<file path="src/rtl/irq_enc_pkg.sv">
// Shared types and default sizes for the interrupt request encoder.
// Reused by the top-level FSM and its combinational priority encoder.
package irq_enc_pkg;

    typedef enum logic {
        IDLE  = 1'b0,
        GRANT = 1'b1
    } state_t;

    localparam int N_DEF = 8;
    localparam int W_DEF = 3;

endpackage

</file>
<file path="src/rtl/priority_encoder_8to3.sv">
// Combinational priority encoder: index of the winning set bit plus an any-set flag.
// HIGH_FIRST selects whether the most- or least-significant set bit wins.
module priority_encoder_8to3
    import irq_enc_pkg::*;
#(
    parameter int N          = N_DEF,
    parameter int W          = W_DEF,
    parameter bit HIGH_FIRST = 1'b1
) (
    input  logic [N-1:0] in,
    output logic [W-1:0] idx,
    output logic         any
);

    // The last assignment in scan order wins, so scan toward the favoured end.
    always_comb begin
        idx = '0;
        any = |in;
        if (HIGH_FIRST) begin
            for (int i = 0; i < N; i++) begin
                if (in[i]) idx = W'(i);
            end
        end else begin
            for (int i = N - 1; i >= 0; i--) begin
                if (in[i]) idx = W'(i);
            end
        end
    end

endmodule

</file>
<file path="src/rtl/irq_encoder_8to3.sv">
// Registered 8-to-3 interrupt encoder: latches request pulses into a pending
// register, grants one eligible line at a time and holds it until acknowledged.
module irq_encoder_8to3
    import irq_enc_pkg::*;
#(
    parameter int N          = N_DEF,
    parameter int W          = W_DEF,
    parameter bit HIGH_FIRST = 1'b1
) (
    input  logic         clk,
    input  logic         rst_n,
    input  logic [N-1:0] req,
    input  logic [N-1:0] mask,
    input  logic         ack,
    output logic         valid,
    output logic [W-1:0] idx,
    output logic [N-1:0] pending
);

    if (W != $clog2(N)) begin : g_bad_width
        $error("irq_encoder_8to3: W must equal clog2(N)");
    end

    state_t       state, state_next;
    logic [W-1:0] idx_next;
    logic [N-1:0] clr, pending_next, elig, elig_next;
    logic [W-1:0] idx_cur, idx_after_ack;
    logic         any_cur, any_after_ack;

    // Set wins over clear, so a request arriving on the line being acked stays pending.
    assign clr          = (valid && ack) ? ({{(N-1){1'b0}}, 1'b1} << idx) : '0;
    assign pending_next = (pending & ~clr) | req;
    assign elig         = pending & mask;
    assign elig_next    = pending_next & mask;
    assign valid        = (state == GRANT);

    priority_encoder_8to3 #(.N(N), .W(W), .HIGH_FIRST(HIGH_FIRST)) u_penc_cur (
        .in  (elig),
        .idx (idx_cur),
        .any (any_cur)
    );

    priority_encoder_8to3 #(.N(N), .W(W), .HIGH_FIRST(HIGH_FIRST)) u_penc_next (
        .in  (elig_next),
        .idx (idx_after_ack),
        .any (any_after_ack)
    );

    always_comb begin
        state_next = state;
        idx_next   = idx;
        case (state)
            IDLE: begin
                if (any_cur) begin
                    state_next = GRANT;
                    idx_next   = idx_cur;
                end
            end
            GRANT: begin
                // idx stays frozen until ack; on ack pick the next winner immediately.
                if (ack) begin
                    if (any_after_ack) begin
                        idx_next = idx_after_ack;
                    end else begin
                        state_next = IDLE;
                    end
                end
            end
            default: state_next = IDLE;
        endcase
    end

    always_ff @(posedge clk) begin
        if (!rst_n) begin
            state   <= IDLE;
            idx     <= '0;
            pending <= '0;
        end else begin
            state   <= state_next;
            idx     <= idx_next;
            pending <= pending_next;
        end
    end

endmodule

</file>
<file path="config.mk">
export PLATFORM = sky130hd
export DESIGN_NAME = irq_encoder_8to3
export DESIGN_NICKNAME = d
export VERILOG_FILES = /design/src/rtl/irq_enc_pkg.sv /design/src/rtl/priority_encoder_8to3.sv /design/src/rtl/irq_encoder_8to3.sv
export SDC_FILE = /design/constraint.sdc
export NUM_CORES = 1
export LEC_CHECK = 0
export ABC_AREA = 1
export BUFFER_PORTS_ARGS = -buffer_cell sky130_fd_sc_hd__clkbuf_2
export CORE_MARGIN = 4
export CORE_UTILIZATION = 45
export CTS_BUF_LIST = sky130_fd_sc_hd__clkbuf_4 sky130_fd_sc_hd__clkbuf_8
export DETAILED_ROUTE_END_ITERATION = 8
export GPL_TIMING_DRIVEN = 1
export HOLD_SLACK_MARGIN = 0.02
export PLACE_DENSITY_LB_ADDON = 0.12
export SLEW_MARGIN = 5
export SYNTH_ARGS = -nofsm -noshare
export SYNTH_HDL_FRONTEND = slang
export SYNTH_SLANG_ARGS = --single-unit
</file>
<file path="constraint.sdc">
create_clock -name clk -period 1.9 [get_ports clk]
set_input_delay 0.19 -clock clk [delete_from_list [all_inputs] [get_ports clk]]
set_output_delay 0.19 -clock clk [all_outputs]
set_load 0.005 [all_outputs]
</file>
### Word level (Yosys, flattened, before mapping)

Index checks and enable logic that the tools add are counted.
Widths: inputs -> output; s select.

| storage, ports and cells | value |
|---|---|
| logic and storage cells | 40 |
| input port bits | 19 |
| register bits | 12 |
| output and inout port bits | 12 |

| cells by class | value |
|---|---|
| shift operators | 1 |
| bitwise operators | 6 |
| eq/ne operators | 3 |
| mux-type cells | 23 |
| reductions and logical operators | 4 |

Operator list:

| cell | count |
|---|---|
| $mux 3 | 11 |
| $and 8x8->8 | 3 |
| $reduce_or 8->1 | 2 |
| $mux 2 | 4 |
| $mux 8 | 1 |
| $not 8->8 | 1 |
| $or 8x8->8 | 1 |
| $shl 1x3->8 const A | 1 |
| $pmux 3 s2 | 1 |
| $mux 1 | 5 |
| $ne 2x2->1 const B | 2 |
| $reduce_and 3->1 | 1 |
| $ne 2x1->1 const B | 1 |
| $pmux 1 s2 | 1 |
| $logic_and 1x1->1 | 1 |
| $not 1->1 | 1 |

### Depth between registers and ports, before layout

| depth | value |
|---|---|
| word-level depth | 16 |
| gate-level depth with buffers | 16 |

### Modules after synthesis

Synthesis repeated with hierarchy kept, for this count alone.

| unflattened totals | value |
|---|---|
| cells, all modules | 154 |
| area total of the unflattened synthesis | 824.5 µm² |

By module, submodules not included:

| module | instances | area an instance (µm²) | cells each | seq. area each (µm²) |
|---|---|---|---|---|
| irq_encoder_8to3 | 1 | 669.4 | 114 | 240.2 |
| priority_encoder_8to3 | 2 | 77.6 | 20 | 0.0 |

### Worst setup path before layout

No wires, ideal clock.

| timing | value |
|---|---|
| path kind | register to register |
| start | register state, in the netlist valid |
| end | register idx[0] |
| data required time | 1.786 ns |
| data arrival time | 1.328 ns |
| period minus slack after synthesis | 1.442 ns |
| stages on the path, launching flop included | 14 |
| slack | 0.458 ns |
| library setup time | 0.114 ns |
| path buffers | 0 |
| cells stage by stage | dfxtp_1 nand3_2 o21ai_2 nand2_1 nand2_1 nand2_1 nor2_2 nand2_1 nand2_1 nand2_2 nand2_2 nand2_1 nand2_1 nor2_1 |

| on the way | value |
|---|---|
| longest elaborated chain between the ends | 16 |

Ends and longest elaborated chain:

| what | RTL line | source |
|---|---|---|
| start, declared | irq_encoder_8to3.sv:24 | `state_t state, state_next;` |
| start signal, assigned | irq_encoder_8to3.sv:79 | `state <= state_next;` |
| $logic_and 1x1->1 | irq_encoder_8to3.sv:31 | `assign clr = (valid && ack) ? ({{(N-1){1'b0}}, 1'b1} << idx) : '0;` |
| $mux 8 | irq_encoder_8to3.sv:31 |  |
| $not 8->8 | irq_encoder_8to3.sv:32 | `assign pending_next = (pending & ~clr) \| req;` |
| $and 8x8->8 | irq_encoder_8to3.sv:32 |  |
| $or 8x8->8 | irq_encoder_8to3.sv:32 |  |
| $and 8x8->8 | irq_encoder_8to3.sv:34 | `assign elig_next = pending_next & mask;` |
| $mux 1 | priority_encoder_8to3.sv:21 | `if (in[i]) idx = W'(i);` |
| $mux 2 (2 in series) | priority_encoder_8to3.sv:21 |  |
| $mux 3 (4 in series) | priority_encoder_8to3.sv:21 |  |
| $mux 3 | irq_encoder_8to3.sv:62 | `if (any_after_ack) begin` |
| $mux 3 | irq_encoder_8to3.sv:61 | `if (ack) begin` |
| $pmux 3 s2 | irq_encoder_8to3.sv:52 | `case (state)` |
| end signal, assigned | irq_encoder_8to3.sv:80 | `idx <= idx_next;` |
| end, declared | irq_encoder_8to3.sv:16 | `output logic [W-1:0] idx,` |

Parallel ways exist; a longest one is shown, timed or not. The select of a mux whose other input is x is not followed.
A chain may end at the register's enable or synchronous reset.

### Worst setup path after layout

| timing | value |
|---|---|
| start | register state, in the netlist valid |
| end | register idx[2] |

| on the way | value |
|---|---|
| longest elaborated chain between the ends | 13 |

Ends and longest elaborated chain:

| what | RTL line |
|---|---|
| $logic_and 1x1->1 | irq_encoder_8to3.sv:31 |
| $mux 8 | irq_encoder_8to3.sv:31 |
| $not 8->8 | irq_encoder_8to3.sv:32 |
| $and 8x8->8 | irq_encoder_8to3.sv:32 |
| $or 8x8->8 | irq_encoder_8to3.sv:32 |
| $and 8x8->8 | irq_encoder_8to3.sv:34 |
| $mux 3 (4 in series) | priority_encoder_8to3.sv:21 |
| $mux 3 | irq_encoder_8to3.sv:62 |
| $mux 3 | irq_encoder_8to3.sv:61 |
| $pmux 3 s2 | irq_encoder_8to3.sv:52 |

Parallel ways exist; a longest one is shown, timed or not. The select of a mux whose other input is x is not followed.

==> flow_summary.ini <==
[worst_setup_path]
crit_type = register to register
arrival_ns = 1.86
cp_max_fo = 7
required_ns = 2.11
start_kind = register
r2r_setup_slack_ns = 0.25
endpoint_kind = register

[drt]
routed_wl_um = 1994
detail_route.wl_per_cell_um = 11.20
dr.pass1.iters = 4
viasPerCell = 4.944
antenna_left = 0
vias = 880
wl_met3_um = 132
top_layer_used = met4
wl_met2_um = 947
drc = 0
drt_iter0_markers = 25
met1_length_um = 878

[yosys]
yosys.area.top_type = dfxtp_1
synth_cell_types = 15
synth_ff_type = dfxtp_1
synthTopCellsByCount = nand2_1 (47), inv_1 (23), a21oi_1 (13), dfxtp_1 (12)
ys_top_cells_by_area = dfxtp_1 (32%), nand2_1 (23%), inv_1 (11%)
seq_area_frac_synth_pct = 31.95
yosysTopAreaCellShare_pct = 31.95
ys_seq_elements = 12
synth-edff-count = 0
yosysWarnings = 0
async_flop_share_pct = 0
synth.most_common_cell = nand2_1
netlist_area_um2 = 752.0
avgSynthCellArea_um2 = 5.875
syn-num-nets = 147
syn_inst = 128

[sta]
finalHoldViolCount = 0
setup_viol = 0
fmax_mhz = 607.7
slew_headroom_pct = 79.72
skew_ns = 0.005470
fin_crit_sh_pct = 86.61
fin_crit_ns = 1.646
worst_pin_slew_ns = 0.3023
slew_viol_final = 0
tns_ns = 0
rsz0062_at_grt = false

[placement]
io_buffers = 30
dp_hpwl_um = 1670
dpl_cell_area_um2 = 922.1
gp_congestion = 0.8325

[clock_tree]
cts_max_level = 1
numClockSinks = 12
cts_tree = yes
cts_made_buffers = 3
cts-resized-gates = 0
root_buffer = clkbuf_4
cts_hold_buf = 0
cts_setup_buffers = 0
insertion_delay_ns = 0.28
path_clk_slew_ns = 0.08
clk_path_buf_depth = 2

[layout]
diodes = 0
final_net_count = 182
area_delta_synth_final_pct = 27.45
drive_gt1_share_pct = 24.69
fin_util_pct = 62.18
fill_cells = 157
final_area_um2 = 958.4

[die]
die_x_um = 48.88
die_h_um = 48.88
core_mm2 = 0.001541
start_util_pct = 48.78
die_area_mm2 = 0.002389
rows = 14
io_pins = 31

[global_routing]
grt_max_degree = 11
overflow = 0
grt_pass1_vias = 806
gr-usage-all-layers_pct = 18.24
grt_pass1_wl_um = 3470
antenna_found_initial = 0

[power]
p_leak_nw = 0.5699
power.density_mw_per_mm2 = 725.5
irDropWorstVdd_uv = 394.0
p_total_mw = 0.6953

[job]
drv_cap = 0

[hold_path]
holdCritPathClass = input port to register

[outcome]
status = complete, no violations
critical path: stages (launching register included):
cell and delay [ns]:
dfxtp_1 0.45, nand3_1 0.18, o21ai_0 0.24, a21boi_0 0.12
nor2_1 0.11, nand2_1 0.06, nand2_1 0.07, nand2_2 0.07
nand2_2 0.09, nand2_1 0.05, a21oi_1 0.12
cell usage in the layout (no fill, tap or decap):
master    instances
nand2_1          47
dfxtp_1          12
o21ai_2           2
nand3_2           1
nand2_2           2
nor2_2            1
clkbuf_2         30
o21ai_0           4
a21boi_0          3
a21oi_1          13
clkbuf_4          3
nand3_1           7
o21bai_1          2
nor2_1            7
o21ai_1           3
inv_1            23
clkbuf_8          1
clkinv_1          1
worst paths after layout:
check,startpoint,to,depth (start not counted)
min,req[7],pending[7]$_SDFF_PN0_,3
max reg2reg,valid$_SDFF_PN0_,idx[2]$_SDFFE_PN0P_,10
min reg2reg,pending[6]$_SDFF_PN0_,pending[6]$_SDFF_PN0_,2
max,valid$_SDFF_PN0_,idx[2]$_SDFFE_PN0P_,10
cell families after synthesis:
logic type / after synthesis / synth area share [%]
buffers and inverters: 24 / 11.98
AO/OA/AOI/OAI: 27 / 20.63
flip-flops: 12 / 31.95
AND/OR/NAND/NOR: 65 / 35.44
layout make-up:
| type | instances | area [µm²] | share of cell area, % |
|---|---|---|---|
| Tap cell | 16 | 20.02 | 2.089 |
| Clock buffer | 4 | 36.28 | 3.786 |
| Inverter | 24 | 90.09 | 9.399 |
| Timing Repair Buffer | 30 | 150.1 | 15.67 |
| Multi-Input combinational cell | 92 | 421.7 | 43.99 |
| Sequential cell | 12 | 240.2 | 25.07 |
per-layer routing:
| metal | up-vias | GRT usage [%] |
|---|---|---|
| met1 | 382 | 22.28 |
| met4 | 0 | 8.969 |
| met3 | 5 | 4.587 |
| li1 | 467 | - |
| met2 | 26 | 29.35 |
| met5 | - | 0 |
flip-flops by register name (all words and copies together) (netlist names):
name     cells
idx          3
pending      8
valid        1
where the power goes:
group / internal [mW] / leakage [nW] / switching (mW) / total [mW]
Clock: 0.117 / 0.0210 / 0.0953 / 0.212
Combinational: 0.0758 / 0.448 / 0.110 / 0.186
Sequential: 0.275 / 0.101 / 0.0232 / 0.298
Total: 0.467 / 0.570 / 0.228 / 0.695
metrics by stage:
stage               std cells  setup WS (ns)  hold WS (ns)
global placement          174         0.3154        0.4323
detailed placement        174         0.2734        0.4408
CTS                       178         0.2553        0.1382
floorplan                 128         0.4580        0.3146
finish                    178         0.2544        0.1396
global route              178        0.06103        0.1489
Power figures use the tool's default switching activity.
